===== config.mk =====
export PLATFORM = sky130hd
export DESIGN_NAME = volume_stage
export DESIGN_NICKNAME = d
export VERILOG_FILES = /design/src/rtl/audio_pkg.sv /design/src/rtl/button_debounce.sv /design/src/rtl/volume_stage.sv
export SDC_FILE = /design/constraint.sdc
export NUM_CORES = 1
export LEC_CHECK = 0
export BUFFER_PORTS_ARGS = -buffer_cell sky130_fd_sc_hd__buf_2
export CORE_ASPECT_RATIO = 1.5
export CORE_UTILIZATION = 64
export CTS_BUF_LIST = sky130_fd_sc_hd__clkbuf_2 sky130_fd_sc_hd__clkbuf_4 sky130_fd_sc_hd__clkbuf_8
export CTS_CLUSTER_DIAMETER = 100
export DETAILED_ROUTE_END_ITERATION = 12
export PLACE_DENSITY = 0.87
export SLEW_MARGIN = 25
export SYNTH_ARGS = -nofsm -noshare
export SYNTH_HDL_FRONTEND = slang
export SYNTH_SLANG_ARGS = --single-unit
export TNS_END_PERCENT = 5

===== constraint.sdc =====
create_clock -name clk -period 12.36 [get_ports clk]
set_input_delay 0 -clock clk [delete_from_list [all_inputs] [get_ports clk]]
set_output_delay 0 -clock clk [all_outputs]
set_load 0.005 [all_outputs]

===== src/rtl/audio_pkg.sv =====
// ----------------------------------------------------------------------------
// audio_pkg
//   Shared widths and constants for the audio sample path, plus the
//   12-bit saturation helper used by the volume datapath.
// ----------------------------------------------------------------------------
package audio_pkg;

    localparam int SAMPLE_IN_W  = 12;
    localparam int SAMPLE_OUT_W = 16;
    localparam int GAIN_W       = 4;

    localparam logic [GAIN_W-1:0]      GAIN_UNITY = 4'd8;
    localparam logic [GAIN_W-1:0]      GAIN_MAX   = 4'd15;
    localparam logic [GAIN_W-1:0]      GAIN_MIN   = 4'd0;
    localparam logic [SAMPLE_IN_W-1:0] MID_CODE   = 12'h800;

    // Saturated 12-bit sample with its clip flag.
    typedef struct packed {
        logic [SAMPLE_IN_W-1:0] val;
        logic                   clip;
    } sat12_t;

    // Clamp a signed 17-bit scaled value into the signed 12-bit range.
    function automatic sat12_t sat12(input logic signed [16:0] q);
        sat12_t r;
        if (q > 17'sd2047) begin
            r.val  = 12'h7FF;
            r.clip = 1'b1;
        end else if (q < -17'sd2048) begin
            r.val  = 12'h800;
            r.clip = 1'b1;
        end else begin
            r.val  = q[11:0];
            r.clip = 1'b0;
        end
        return r;
    endfunction

endpackage


===== src/rtl/button_debounce.sv =====
// ----------------------------------------------------------------------------
// button_debounce
//   Two-flop synchroniser, hold-time debouncer and rising-edge detector for
//   one raw push button. Emits a single-cycle pulse per accepted press;
//   holding the button produces no repeat.
// Ports
//   clk    in  1  clock
//   rst    in  1  asynchronous active-high reset
//   btn    in  1  raw asynchronous button level
//   pulse  out 1  one-cycle strobe on each debounced rising edge
// ----------------------------------------------------------------------------
module button_debounce #(
    parameter int DEBOUNCE_CYCLES = 50000
) (
    input  logic clk,
    input  logic rst,
    input  logic btn,
    output logic pulse
);

    localparam int                CNT_W    = $clog2(DEBOUNCE_CYCLES + 1);
    localparam logic [CNT_W-1:0]  CNT_LAST = CNT_W'(DEBOUNCE_CYCLES - 1);
    localparam logic [CNT_W-1:0]  CNT_ONE  = CNT_W'(1);

    logic             sync1_q, sync1_d;
    logic             sync2_q, sync2_d;
    logic             stable_q, stable_d;
    logic             pulse_q, pulse_d;
    logic [CNT_W-1:0] cnt_q, cnt_d;

    // Next-state: synchroniser shift, hold counter and edge detect.
    always_comb begin
        sync1_d  = btn;
        sync2_d  = sync1_q;
        stable_d = stable_q;
        cnt_d    = '0;
        // The counter only runs while the synchronised level disagrees with
        // the accepted level; any bounce back restarts the hold window.
        if (sync2_q != stable_q) begin
            if (cnt_q == CNT_LAST) begin
                stable_d = sync2_q;
                cnt_d    = '0;
            end else begin
                cnt_d = cnt_q + CNT_ONE;
            end
        end else begin
            cnt_d = '0;
        end
        pulse_d = stable_d & ~stable_q;
    end

    // State registers.
    always_ff @(posedge clk or posedge rst) begin
        if (rst) begin
            sync1_q  <= 1'b0;
            sync2_q  <= 1'b0;
            stable_q <= 1'b0;
            pulse_q  <= 1'b0;
            cnt_q    <= '0;
        end else begin
            sync1_q  <= sync1_d;
            sync2_q  <= sync2_d;
            stable_q <= stable_d;
            pulse_q  <= pulse_d;
            cnt_q    <= cnt_d;
        end
    end

    assign pulse = pulse_q;

endmodule


===== src/rtl/volume_stage.sv =====
// ----------------------------------------------------------------------------
// volume_stage
//   Button-controlled digital volume between the effect mux and the I2S
//   transmitter. Offset-binary 12-bit in, signed {sat12,4'b0} 16-bit out,
//   gain in Q1.3 (0..1.875), two-cycle latency at full throughput.
// Ports
//   clk           in  1   sample clock
//   rst           in  1   asynchronous active-high reset
//   plus, minus   in  1   raw volume buttons
//   sample_in     in  12  offset-binary sample (0x800 = silence)
//   sample_valid  in  1   sample_in strobe
//   sample_out    out 16  scaled, saturated signed sample
//   out_valid     out 1   sample_out strobe
//   clip          out 1   sample saturated (with out_valid)
//   gain          out 4   target gain
// Configuration
//   VOLUME_ZC_EN  when defined, gain changes take effect on a zero crossing
//                 of the input (or after ZC_TIMEOUT valid samples).
// ----------------------------------------------------------------------------
module volume_stage
    import audio_pkg::*;
#(
    parameter int DEBOUNCE_CYCLES = 50000,
    parameter int GAIN_RESET      = 8,
    parameter int ZC_TIMEOUT      = 256
) (
    input  logic        clk,
    input  logic        rst,
    input  logic        plus,
    input  logic        minus,
    input  logic [11:0] sample_in,
    input  logic        sample_valid,
    output logic [15:0] sample_out,
    output logic        out_valid,
    output logic        clip,
    output logic [3:0]  gain
);

    localparam logic [GAIN_W-1:0] GAIN_RST_C = GAIN_W'(GAIN_RESET);

    logic              plus_step, minus_step;
    logic [GAIN_W-1:0] gain_q, gain_d;
    logic [GAIN_W-1:0] gain_active;
    logic [12:0]       c_q, c_d;
    logic              v1_q, v1_d;
    logic [15:0]       sample_out_q, sample_out_d;
    logic              out_valid_q, out_valid_d;
    logic              clip_q, clip_d;
    logic signed [16:0] p_s;
    logic signed [16:0] q_s;
    sat12_t            sat_s;

    button_debounce #(.DEBOUNCE_CYCLES(DEBOUNCE_CYCLES)) u_db_plus (
        .clk   (clk),
        .rst   (rst),
        .btn   (plus),
        .pulse (plus_step)
    );

    button_debounce #(.DEBOUNCE_CYCLES(DEBOUNCE_CYCLES)) u_db_minus (
        .clk   (clk),
        .rst   (rst),
        .btn   (minus),
        .pulse (minus_step)
    );

    // Target gain: saturating step up/down; simultaneous steps cancel.
    always_comb begin
        gain_d = gain_q;
        if (plus_step && !minus_step) begin
            if (gain_q == GAIN_MAX) begin
                gain_d = gain_q;
            end else begin
                gain_d = gain_q + 4'd1;
            end
        end else if (minus_step && !plus_step) begin
            if (gain_q == GAIN_MIN) begin
                gain_d = gain_q;
            end else begin
                gain_d = gain_q - 4'd1;
            end
        end else begin
            gain_d = gain_q;
        end
    end

`ifdef VOLUME_ZC_EN
    localparam int                TO_W     = $clog2(ZC_TIMEOUT + 1);
    localparam logic [TO_W-1:0]   TO_LAST  = TO_W'(ZC_TIMEOUT - 1);
    localparam logic [TO_W-1:0]   TO_ONE   = TO_W'(1);

    logic [GAIN_W-1:0] gain_act_q, gain_act_d;
    logic              prev_neg_q, prev_neg_d;
    logic [TO_W-1:0]   to_cnt_q, to_cnt_d;
    logic              zc_s;

    // Apply a pending gain on the S1 sample that crosses zero, or on timeout.
    always_comb begin
        gain_act_d = gain_act_q;
        prev_neg_d = prev_neg_q;
        to_cnt_d   = to_cnt_q;
        zc_s       = (c_d == 13'd0) || (c_d[12] != prev_neg_q);
        if (sample_valid) begin
            prev_neg_d = c_d[12];
            if (gain_q != gain_act_q) begin
                if (zc_s || (to_cnt_q == TO_LAST)) begin
                    gain_act_d = gain_q;
                    to_cnt_d   = '0;
                end else begin
                    to_cnt_d = to_cnt_q + TO_ONE;
                end
            end else begin
                to_cnt_d = '0;
            end
        end else begin
            to_cnt_d = to_cnt_q;
        end
    end

    // Zero-crossing tracking registers.
    always_ff @(posedge clk or posedge rst) begin
        if (rst) begin
            gain_act_q <= GAIN_RST_C;
            prev_neg_q <= 1'b0;
            to_cnt_q   <= '0;
        end else begin
            gain_act_q <= gain_act_d;
            prev_neg_q <= prev_neg_d;
            to_cnt_q   <= to_cnt_d;
        end
    end

    assign gain_active = gain_act_q;
`else
    assign gain_active = gain_q;
`endif

    // Two-stage datapath: S1 recentres, S2 scales and saturates.
    always_comb begin
        c_d  = {1'b0, sample_in} - {1'b0, MID_CODE};
        v1_d = sample_valid;
        p_s  = $signed({{4{c_q[12]}}, c_q}) * $signed({13'd0, gain_active});
        // Arithmetic shift rounds toward -inf, matching the Q1.3 gain.
        q_s  = p_s >>> 3;
        sat_s = sat12(q_s);
        out_valid_d = v1_q;
        if (v1_q) begin
            sample_out_d = {sat_s.val, 4'b0000};
            clip_d       = sat_s.clip;
        end else begin
            sample_out_d = sample_out_q;
            clip_d       = 1'b0;
        end
    end

    // Gain and pipeline registers.
    always_ff @(posedge clk or posedge rst) begin
        if (rst) begin
            gain_q       <= GAIN_RST_C;
            c_q          <= 13'd0;
            v1_q         <= 1'b0;
            sample_out_q <= 16'h0000;
            out_valid_q  <= 1'b0;
            clip_q       <= 1'b0;
        end else begin
            gain_q       <= gain_d;
            c_q          <= c_d;
            v1_q         <= v1_d;
            sample_out_q <= sample_out_d;
            out_valid_q  <= out_valid_d;
            clip_q       <= clip_d;
        end
    end

    assign sample_out = sample_out_q;
    assign out_valid  = out_valid_q;
    assign clip       = clip_q;
    assign gain       = gain_q;

endmodule

==> results.cfg, run 1 <==
[timing]
finalCriticalPeriod_ns = 4.681
fmax_mhz = 213.6
tns_ns = 0
rsz0062_at_grt = false
whs_ns = 0.2825
timing.final.crit_share_pct = 37.87
slew_violations = 0
final-setup-viol-count = 0
relSlewSlack_pct = 43.70
fin_ws_ns = 7.679
skew_ns = 0.01056
tightestPinTransition_ns = 0.8445
finalHoldViolCount = 0

[power_and_ir_drop]
peakVddDrop_mv = 0.1347
p_switching_w = 0.0001014
power_density_mw_per_mm2 = 85.80
switching_share_pct = 21.70
pwr-share-seq_pct = 51.6
combPwrFrac_pct = 3.8
leakage_nw = 2.843
clkPwrFrac_pct = 44.6
p_int_w = 0.0003660

[worst_hold_path]
hold-path-endpoint = c_q[5]
hold_path.class = input pin to flip-flop
hold_depth = 2
hp-start = sample_in[5]

[global_route]
grtUsageTotal_pct = 27.17
grt_start_max_net_pins = 72
grt-ovfl-total = 0
antenna_found_initial = 0
grt_first_pass_wirelength_mm = 16.29
grt_pass1_vias = 3815

[synth]
ys_seq_area_share_pct = 36.86
syn-cell-area_sq_mm = 0.004823
ys_types = 56
synth_mux_area_share_pct = 0.7004
synth_cells = 492
yosys.area_share.adder_pct = 19.87
synth_top_family_by_area = adder cells
async_flop_share_pct = 100.0
synth_compound_gate_area_share_pct = 11.18
synth_flop_cell = dfrtp_1
synth-simple-area-share_pct = 17.20
synth_seq_cells = 71
synth.avg_cell_area_sq_um = 9.804
synth_enable_flop_cells = 0
synth_xor_area_share_pct = 8.093
yosysWarnings = 0

[critical_path]
crit_path_max_fanout = 16
r2r_cells = 14
critical_path_class = flip-flop to flip-flop
start_kind = flip-flop
cp.required_ns = 12.64
regToRegEndpoint = sample_out[14]
cp-end-kind = flip-flop
r2r_slack_ns = 7.68
critPathArrivalTime_ns = 4.96
timing.rr.start = gain[3]

[finish]
nets = 621
syn_to_final_growth_pct = 12.94
layout-drive-gt1-share_pct = 11.31
antenna_cells = 0

[route]
postRouteAntennaNets = 0
drt_first_pass_iters = 4
drc = 0
drtIter0Drc = 173
routed_wl_mm = 9.529
vias = 3660
vias_per_cell = 5.648
wire_per_inst_microns = 14.71

[clock_tree]
cts_root_buf = clkbuf_8
cts_resized = 0
ctsHoldBuffers = 16
clkLatencyLatePin_ns = 0.36
clkSlewWorstSetupHoldPaths_ns = 0.08
h-tree-depth = 3
cts_setup_buffers = 0
cts_tree = built
cts_max_path_buffers = 2
cts_sinks = 71
cts_buffers = 9

[floorplan]
fp-row-count = 38
start_util_pct = 66.31
num_io_pins = 39
core_area_sq_mm = 0.007274
die-area_sq_mm = 0.007895
die_x_microns = 72.88
fp.dieH_microns = 108.3

[run_status]
status = finished, final reports clean

[place]
post-dp-hpwl_mm = 6.904
place_congestion = 0.8946
pre_cts_ws_ns = 7.722
io_buffers = 34

[job]
drv_cap = 0
[how the worst max path moves through the flow]
stage,startpoint,end,depth (start not counted)
finish,gain[3],sample_out[14],14
global route,gain[2],sample_out[12],14
CTS,gain[2],sample_out[14],14
detailed placement,gain[2],sample_out[14],14
global placement,gain[3],sample_out[4],14
floorplan,gain[3],sample_out[14],16
[logic make-up (layout without fill, tap and decap cells)]
logic type,Yosys count,after routing
buf+inv,71,124
simple gates,164,164
flops,71,71
xor+xnor,43,43
other cells,1,4
compound gates,78,78
fa+ha+maj,61,61
mux,3,3
[sequential cells by signal, summed over array words and instances, names as in the netlist]
| signal | cells |
|---|---|
| u_db_plus.stable_q | 1 |
| c_q | 12 |
| clip | 1 |
| gain | 4 |
| out_valid_d | 1 |
| sample_out | 12 |
| u_db_plus.cnt_q | 16 |
| u_db_minus.cnt_q | 16 |
| u_db_plus.sync1_q | 1 |
| u_db_plus.pulse | 1 |
| u_db_minus.sync1_q | 1 |
| u_db_minus.sync2_q | 1 |
| u_db_minus.pulse | 1 |
| u_db_minus.stable_q | 1 |
| out_valid | 1 |
| u_db_plus.sync2_q | 1 |
[cells in the final DEF, fill, tap and decap left out, types with 18 or more instances in the layout]
cell type / instances
dfrtp_1: 70
xnor2_1: 18
buf_2: 34
nor2_1: 46
inv_1: 55
xor2_1: 24
a21oi_1: 28
fa_1: 26
and2_1: 36
ha_1: 35
nand2_1: 31
[Yosys cell counts, drive strengths merged, types with 6 or more instances]
master / n / area, sq um
o2bb2ai: 10 / 87.58
xnor2: 18 / 157.7
a21oi: 28 / 140.1
a21o: 7 / 52.55
nor3: 6 / 35.03
o21ai: 8 / 51.30
inv: 57 / 214.0
nor2: 46 / 172.7
and3: 10 / 62.56
fa: 26 / 520.5
nand2: 32 / 122.6
xor2: 24 / 210.2
dfrtp: 70 / 1752
nand3: 12 / 60.06
ha: 35 / 437.9
clkbuf: 7 / 26.28
buf: 7 / 50.04
and2: 36 / 225.2
[critical path: stages, from the launching register on]
cell and delay, ns:
dfstp_2 0.68, and2_1 0.18, ha_1 0.25, fa_1 0.54, inv_1 0.05, fa_1 0.53
inv_1 0.04, ha_1 0.37, a21o_1 0.23, a2bb2oi_1 0.20, a21oi_1 0.16, o2111a_1 0.29
nor3_2 0.68, o21ai_4 0.21, o2bb2ai_1 0.21
[area by class of cell]
cell class              count  area, sq um
repair buffers             51        337.8
clock buffers              11        145.1
inverters                  57        214.0
clock inverters             5        81.33
fillers                   505         1827
flip-flops and latches     71         1778
multi-input cells         353         2766
well taps                 100        125.1
[metal layers]
layer / track usage, % / up-vias / share of wire (%) / wire (microns)
met1: 29.21 / 1828 / 38 / 3622
li1: - / 1725 / - / -
met3: 6.151 / 31 / 2.8 / 271
met4: 15.13 / 0 / 3.5 / 338
met2: 48.40 / 76 / 56 / 5297
met5: 0 / - / 0 / 0
[per-stage QoR]
| stage | power [W] | area, sq um | utilization (%) | cells |
|---|---|---|---|---|
| 2_1_floorplan | 0.0002537 | 4835 | - | 495 |
| 3_3_place_gp | 0.0002587 | 5061 | 69.57 | 616 |
| 3_5_place_dp | 0.0002596 | 5061 | 69.57 | 616 |
| 4_1_cts | 0.0004704 | 5448 | 74.89 | 648 |
| 5_1_grt | 0.0004836 | 5448 | 74.89 | 648 |
| 6_report | 0.0004674 | 5448 | 74.89 | 648 |
[power by group through the flow]
stage / Combinational, W / Sequential (W) / Clock [W]
6_report: 0.0000177 / 0.000241 / 0.000208
5_1_grt: 0.0000201 / 0.000242 / 0.000222
4_1_cts: 0.0000178 / 0.000241 / 0.000211
3_5_place_dp: 0.0000139 / 0.000246 / 0
3_3_place_gp: 0.0000133 / 0.000245 / 0
2_1_floorplan: 0.00000951 / 0.000244 / 0
(Power assumes the default switching activity.)
==> inputs of run 2 (changes only) <==
--- a/config.mk
+++ b/config.mk
@@ -7,11 +7,11 @@
 export LEC_CHECK = 0
 export BUFFER_PORTS_ARGS = -buffer_cell sky130_fd_sc_hd__buf_2
 export CORE_ASPECT_RATIO = 1.5
-export CORE_UTILIZATION = 64
+export CORE_UTILIZATION = 63
 export CTS_BUF_LIST = sky130_fd_sc_hd__clkbuf_2 sky130_fd_sc_hd__clkbuf_4 sky130_fd_sc_hd__clkbuf_8
 export CTS_CLUSTER_DIAMETER = 100
 export DETAILED_ROUTE_END_ITERATION = 12
-export PLACE_DENSITY = 0.87
+export PLACE_DENSITY = 0.86
 export SLEW_MARGIN = 25
 export SYNTH_ARGS = -nofsm -noshare
 export SYNTH_HDL_FRONTEND = slang
==> constraint.sdc (replaced) <==
create_clock -name clk -period 4.55 [get_ports clk]
set_input_delay 0 -clock clk [delete_from_list [all_inputs] [get_ports clk]]
set_output_delay 0 -clock clk [all_outputs]
set_load 0.005 [all_outputs]
==> run 2 against run 1 <==
  * Sequential cell count unchanged
  * Combinational power increased to 2.7 times the previous value
  * Die area increased by 1.5%
  * Clock skew decreased by 0.0024 ns
  * Global-route usage decreased by 0.48 points
  * Critical path depth increased by 1
  * Critical endpoint is now sample_out[10]
  * Largest cell class unchanged
==> results.cfg, run 2 (synthesized netlist as in run 1, its figures left out) <==
[route]
drt_first_pass_iters = 4
vias = 3636
vias_per_cell = 5.560
drc = 0
postRouteAntennaNets = 0
routed_wl_mm = 9.516
wire_per_inst_microns = 14.55
drtIter0Drc = 163

[clock_tree]
cts_max_path_buffers = 2
cts_root_buf = clkbuf_8
clkLatencyLatePin_ns = 0.36
cts_buffers = 9
cts_sinks = 71
clkSlewWorstSetupHoldPaths_ns = 0.08
h-tree-depth = 3
cts_tree = built

[finish]
final_cell_mix = 69 x dfrtp_1, 55 x inv_1, 46 x nor2_1, 36 x and2_1, 35 x ha_1
multi_input_area_sq_mm = 0.002771
fillCellCount = 544
ff_latch_area_sq_mm = 0.001779
final_common_cell = dfrtp_1
nets = 627
syn_to_final_growth_pct = 14.11
largestRegisters = u_db_minus.cnt_q (16), u_db_plus.cnt_q (16)
antenna_cells = 0
layout-drive-gt1-share_pct = 12.64
fin_area_sq_mm = 0.005504

[timing]
tns_ns = 0
finalCriticalPeriod_ns = 4.329
whs_ns = 0.2750
relSlewSlack_pct = 41.85
tightestPinTransition_ns = 0.8723
fmax_mhz = 231.0
final-setup-viol-count = 0
timing.final.crit_share_pct = 95.14
slew_violations = 0
finalHoldViolCount = 0
skew_ns = 0.008128

[critical_path]
critical_path_class = flip-flop to flip-flop
max_stage_delay_ns = 0.64
cp.required_ns = 4.83
cp-end-kind = flip-flop
cpMaxStageDelayCell = dfstp_2
start_kind = flip-flop
r2r_cells = 15
crit_path_max_fanout = 14
critPathArrivalTime_ns = 4.61
path_cells = and2_1, ha_1, fa_1, inv_1, fa_1, inv_1, ha_1, a21o_1, a2bb2oi_1, a21oi_2, a21o_1, o211ai_1, buf_4, a21oi_1, o2bb2ai_1

[floorplan]
start_util_pct = 65.87
die-area_sq_mm = 0.008017
core_area_sq_mm = 0.007322
fp.dieH_microns = 109.2
fp-row-count = 38
die_x_microns = 73.44
num_io_pins = 39

[global_route]
grt_pass1_vias = 3777
grt-ovfl-total = 0
grt_start_max_net_pins = 72
grt_first_pass_wirelength_mm = 16.28
antenna_found_initial = 0
grtUsageTotal_pct = 26.68

[worst_hold_path]
hold_depth = 2
hold_path.class = input pin to flip-flop

[place]
post-dp-hpwl_mm = 6.887
place_congestion = 0.8540
place_area_sq_mm = 0.005091
io_buffers = 34

[power_and_ir_drop]
power_density_mw_per_mm2 = 232.5
peakVddDrop_mv = 0.2392
leakage_nw = 2.871

[run_status]
status = finished, final reports clean

[job]
drv_cap = 0
==> run 2: changes by cell type in the layout (fill, tap and decap cells not counted), sizes merged <==
cell      change
buf           +6
clkinv        -1
clkinvlp      +1
==> run 2: final timing paths <==
path                       slack, ns              endpoint         startpoint
setup / recovery                0.22        sample_out[10]            gain[3]
hold reg to reg                 0.35     u_db_plus.sync2_q  u_db_plus.sync1_q
setup reg to reg                0.22        sample_out[10]            gain[3]
hold / removal                  0.27                c_q[7]       sample_in[7]
min in group asynchronous       0.43  u_db_minus.cnt_q[13]                rst
max in group asynchronous       3.46               gain[2]                rst
==> run 2: area by class of cell <==
type,instances,area share [%]
Clock buffer,11,2.751
Multi-Input combinational cell,353,50.35
Clock inverter,5,1.455
Sequential cell,71,32.33
Timing Repair Buffer,57,6.956
Tap cell,100,2.273
Inverter,57,3.887
==> run 2: what timing repair did <==
| action | 4_1_cts | 5_1_grt |
|---|---|---|
| setup buffers | 0 | 2 |
| hold buffers | 16 | 0 |
| setup endpoints to repair | 0 | 12 |
| resized for setup | 0 | 3 |
| hold endpoints to repair | 85 | 0 |
==> run 2: per-stage QoR <==
| step | setup slack [ns] | instances | power [W] | utilization (%) |
|---|---|---|---|---|
| floorplan | 0.3704 | 495 | 0.0006892 | - |
| global placement | 0.3419 | 620 | 0.0007030 | 69.53 |
| detailed placement | 0.2130 | 620 | 0.0007043 | 69.53 |
| CTS | 0.1445 | 652 | 0.001288 | 74.88 |
| global route | -0.004662 | 654 | 0.001320 | 75.17 |
| finish | 0.2212 | 654 | 0.001280 | 75.17 |
==> run 2: routing by layer <==
| metal | wire [microns] | global-route usage [%] | vias up | share of wire, % |
|---|---|---|---|---|
| met1 | 3728 | 29.08 | 1788 | 39 |
| li1 | - | - | 1734 | - |
| met4 | 255 | 12.91 | 0 | 2.7 |
| met2 | 5246 | 48.23 | 86 | 55 |
| met5 | 0 | 0 | - | 0 |
| met3 | 284 | 5.545 | 28 | 3.0 |
==> run 2: report_power, final <==
group | switching, W | total, W | internal, W
sequential | 0.0000109 | 0.000655 | 0.000644
clock | 0.000240 | 0.000577 | 0.000337
combinational | 0.0000272 | 0.0000479 | 0.0000207
total | 0.000278 | 0.00128 | 0.00100
==> run 2: worst max-delay path: cells and delay by family (launching register included) <==
kind,cells,cell delay [ns]
DFF,1,0.64
adders and majority gates,4,1.68
AOI/OAI and AO/OA,7,1.42
buffers and inverters,3,0.33
and+or+nand+nor,1,0.16
==> inputs of run 3 (changes only) <==
--- a/config.mk
+++ b/config.mk
@@ -7,11 +7,11 @@
 export LEC_CHECK = 0
 export BUFFER_PORTS_ARGS = -buffer_cell sky130_fd_sc_hd__buf_2
 export CORE_ASPECT_RATIO = 1.5
-export CORE_UTILIZATION = 63
+export CORE_UTILIZATION = 64
 export CTS_BUF_LIST = sky130_fd_sc_hd__clkbuf_2 sky130_fd_sc_hd__clkbuf_4 sky130_fd_sc_hd__clkbuf_8
 export CTS_CLUSTER_DIAMETER = 100
 export DETAILED_ROUTE_END_ITERATION = 12
-export PLACE_DENSITY = 0.86
+export PLACE_DENSITY = 0.84
 export SLEW_MARGIN = 25
 export SYNTH_ARGS = -nofsm -noshare
 export SYNTH_HDL_FRONTEND = slang
==> constraint.sdc (replaced) <==
create_clock -name clk -period 5.5 [get_ports clk]
set_input_delay 0 -clock clk [delete_from_list [all_inputs] [get_ports clk]]
set_output_delay 0 -clock clk [all_outputs]
set_load 0.005 [all_outputs]
==> run 3 against run 2 <==
  * Wire length shrank 4.2%
  * Clock skew grew 0.0019 ns
  * Count of clock-buffer cells in the layout grew 2
  * Sequential share of layout area grew 0.53 points
  * Register-to-register slack gained 0.61 ns
  * Worst setup slack gained 0.61 ns
  * Via count shrank 2.3%
  * Non-clock buffer count shrank 6
  * Power shrank 23%
  * Final cell count shrank 1.2%
  * Critical endpoint is now sample_out[9]
  * Highest routed layer unchanged
==> results.cfg, run 3 (synthesized netlist as in run 1, its figures left out) <==
[run_status]
status = finished, final reports clean

[critical_path]
cpMaxStageDelayCell = dfstp_2
crit_path_max_fanout = 16
max_stage_delay_ns = 0.69
start_kind = flip-flop
path_buf_inv = 2
cp.required_ns = 5.77
critical_path_class = flip-flop to flip-flop
cp_top_family = adder cells
path_cells = and2_1, ha_1, fa_1, inv_1, fa_1, inv_1, ha_1, a21o_1, a2bb2oi_1, a21oi_1, o2111a_1, nor3_2, o21ai_4, o2bb2ai_1
critPathArrivalTime_ns = 4.94
cp-end-kind = flip-flop

[worst_hold_path]
hold_path.class = input pin to flip-flop

[clock_tree]
cts_sinks = 71
h-tree-depth = 3
clkLatencyLatePin_ns = 0.35
clkSlewWorstSetupHoldPaths_ns = 0.07
cts_max_path_buffers = 2
cts_root_buf = clkbuf_8
cts_resized = 0
cts_buffers = 9
cts_tree = built

[finish]
fillCellCount = 524
final_common_cell = dfrtp_1
antenna_cells = 0
largestRegisters = u_db_minus.cnt_q (16), u_db_plus.cnt_q (16)
layout-drive-gt1-share_pct = 10.99
nets = 621
syn_to_final_growth_pct = 12.19
finalNonFillerCells = 646
final_cell_mix = 70 x dfrtp_1, 55 x inv_1, 46 x nor2_1, 36 x and2_1, 35 x ha_1

[timing]
finalCriticalPeriod_ns = 4.669
slew_violations = 0
final-setup-viol-count = 0
tightestPinTransition_ns = 0.8644
rsz0062_at_grt = false
skew_ns = 0.009988
relSlewSlack_pct = 42.37
fmax_mhz = 214.2
finalHoldViolCount = 0
timing.final.crit_share_pct = 84.90
tns_ns = 0

[floorplan]
start_util_pct = 66.31
die_x_microns = 72.88
fp-row-count = 38
die-area_sq_mm = 0.007895
core_area_sq_mm = 0.007274
fp.dieH_microns = 108.3
num_io_pins = 39

[power_and_ir_drop]
leakage_nw = 2.830
power_density_mw_per_mm2 = 183.1
peakVddDrop_mv = 0.1789

[route]
postRouteAntennaNets = 0
drc = 0
vias = 3551
drt_first_pass_iters = 4
vias_per_cell = 5.497
wire_per_inst_microns = 14.11
drtIter0Drc = 184
routed_wl_mm = 9.118

[global_route]
grt_start_max_net_pins = 72
grt-ovfl-total = 0
antenna_found_initial = 0
grt_pass1_vias = 3718
grt_first_pass_wirelength_mm = 15.78
grtUsageTotal_pct = 26.67

[place]
io_buffers = 34
post-dp-hpwl_mm = 6.731
place_congestion = 0.8746
place_inst = 616

[job]
drv_cap = 0
## run 3: routing by layer
metal / part of all wire, % / track usage, %
met1: 39 / 28.27
met2: 55 / 48.53
met3: 2.1 / 4.660
met4: 4.3 / 15.69
met5: 0 / 0
## run 3: metrics by stage
step / setup WS (ns) / area (sq um) / hold slack (ns) / total power (W) / utilization (%)
3_3_place_gp: 0.9957 / 5061 / 0.1074 / 0.0005816 / 69.57
4_1_cts: 0.8800 / 5411 / 0.2682 / 0.001002 / 74.39
6_report: 0.8307 / 5411 / 0.2909 / 0.0009908 / 74.39
2_1_floorplan: 1.320 / 4835 / 0.03143 / 0.0005702 / -
3_5_place_dp: 0.9041 / 5061 / 0.1094 / 0.0005831 / 69.57
5_1_grt: 0.4418 / 5411 / 0.2865 / 0.001028 / 74.39
## run 3: final cells by class
cell class | instances | area, sq um | area share, %
Sequential cell | 71 | 1778 | 32.86
Multi-Input combinational cell | 353 | 2766 | 51.12
Timing Repair Buffer | 51 | 337.8 | 6.243
Tap cell | 100 | 125.1 | 2.312
Clock inverter | 1 | 30.03 | 0.5549
Clock buffer | 13 | 160.2 | 2.960
Inverter | 57 | 214.0 | 3.954
## run 3: path summary, 6_finish.rpt
path                                         start                    to  slack (ns)  cells past startpoint
worst max-delay path                       gain[3]         sample_out[9]        0.83                     14
worst min-delay path                  sample_in[2]                c_q[2]        0.29                      2
worst max register to register             gain[3]         sample_out[9]        0.83                     14
worst min register to register  u_db_minus.sync1_q    u_db_minus.sync2_q        0.35                      0
max in group asynchronous                      rst                c_q[9]        4.46                      4
min in group asynchronous                      rst  u_db_minus.cnt_q[13]        0.46                      4
## run 3: repair_timing
action / in CTS / in global routing
endpoints found under the hold margin: 85 / 0
endpoints found under the setup margin: 0 / 0
hold buffers: 16 / 0
buffers inserted: 0 / 0
## run 3: where the power goes
group	internal, W	switching, W
combinational	0.0000170	0.0000226
clock	0.000232	0.000176
sequential	0.000533	0.00000954
total	0.000782	0.000208
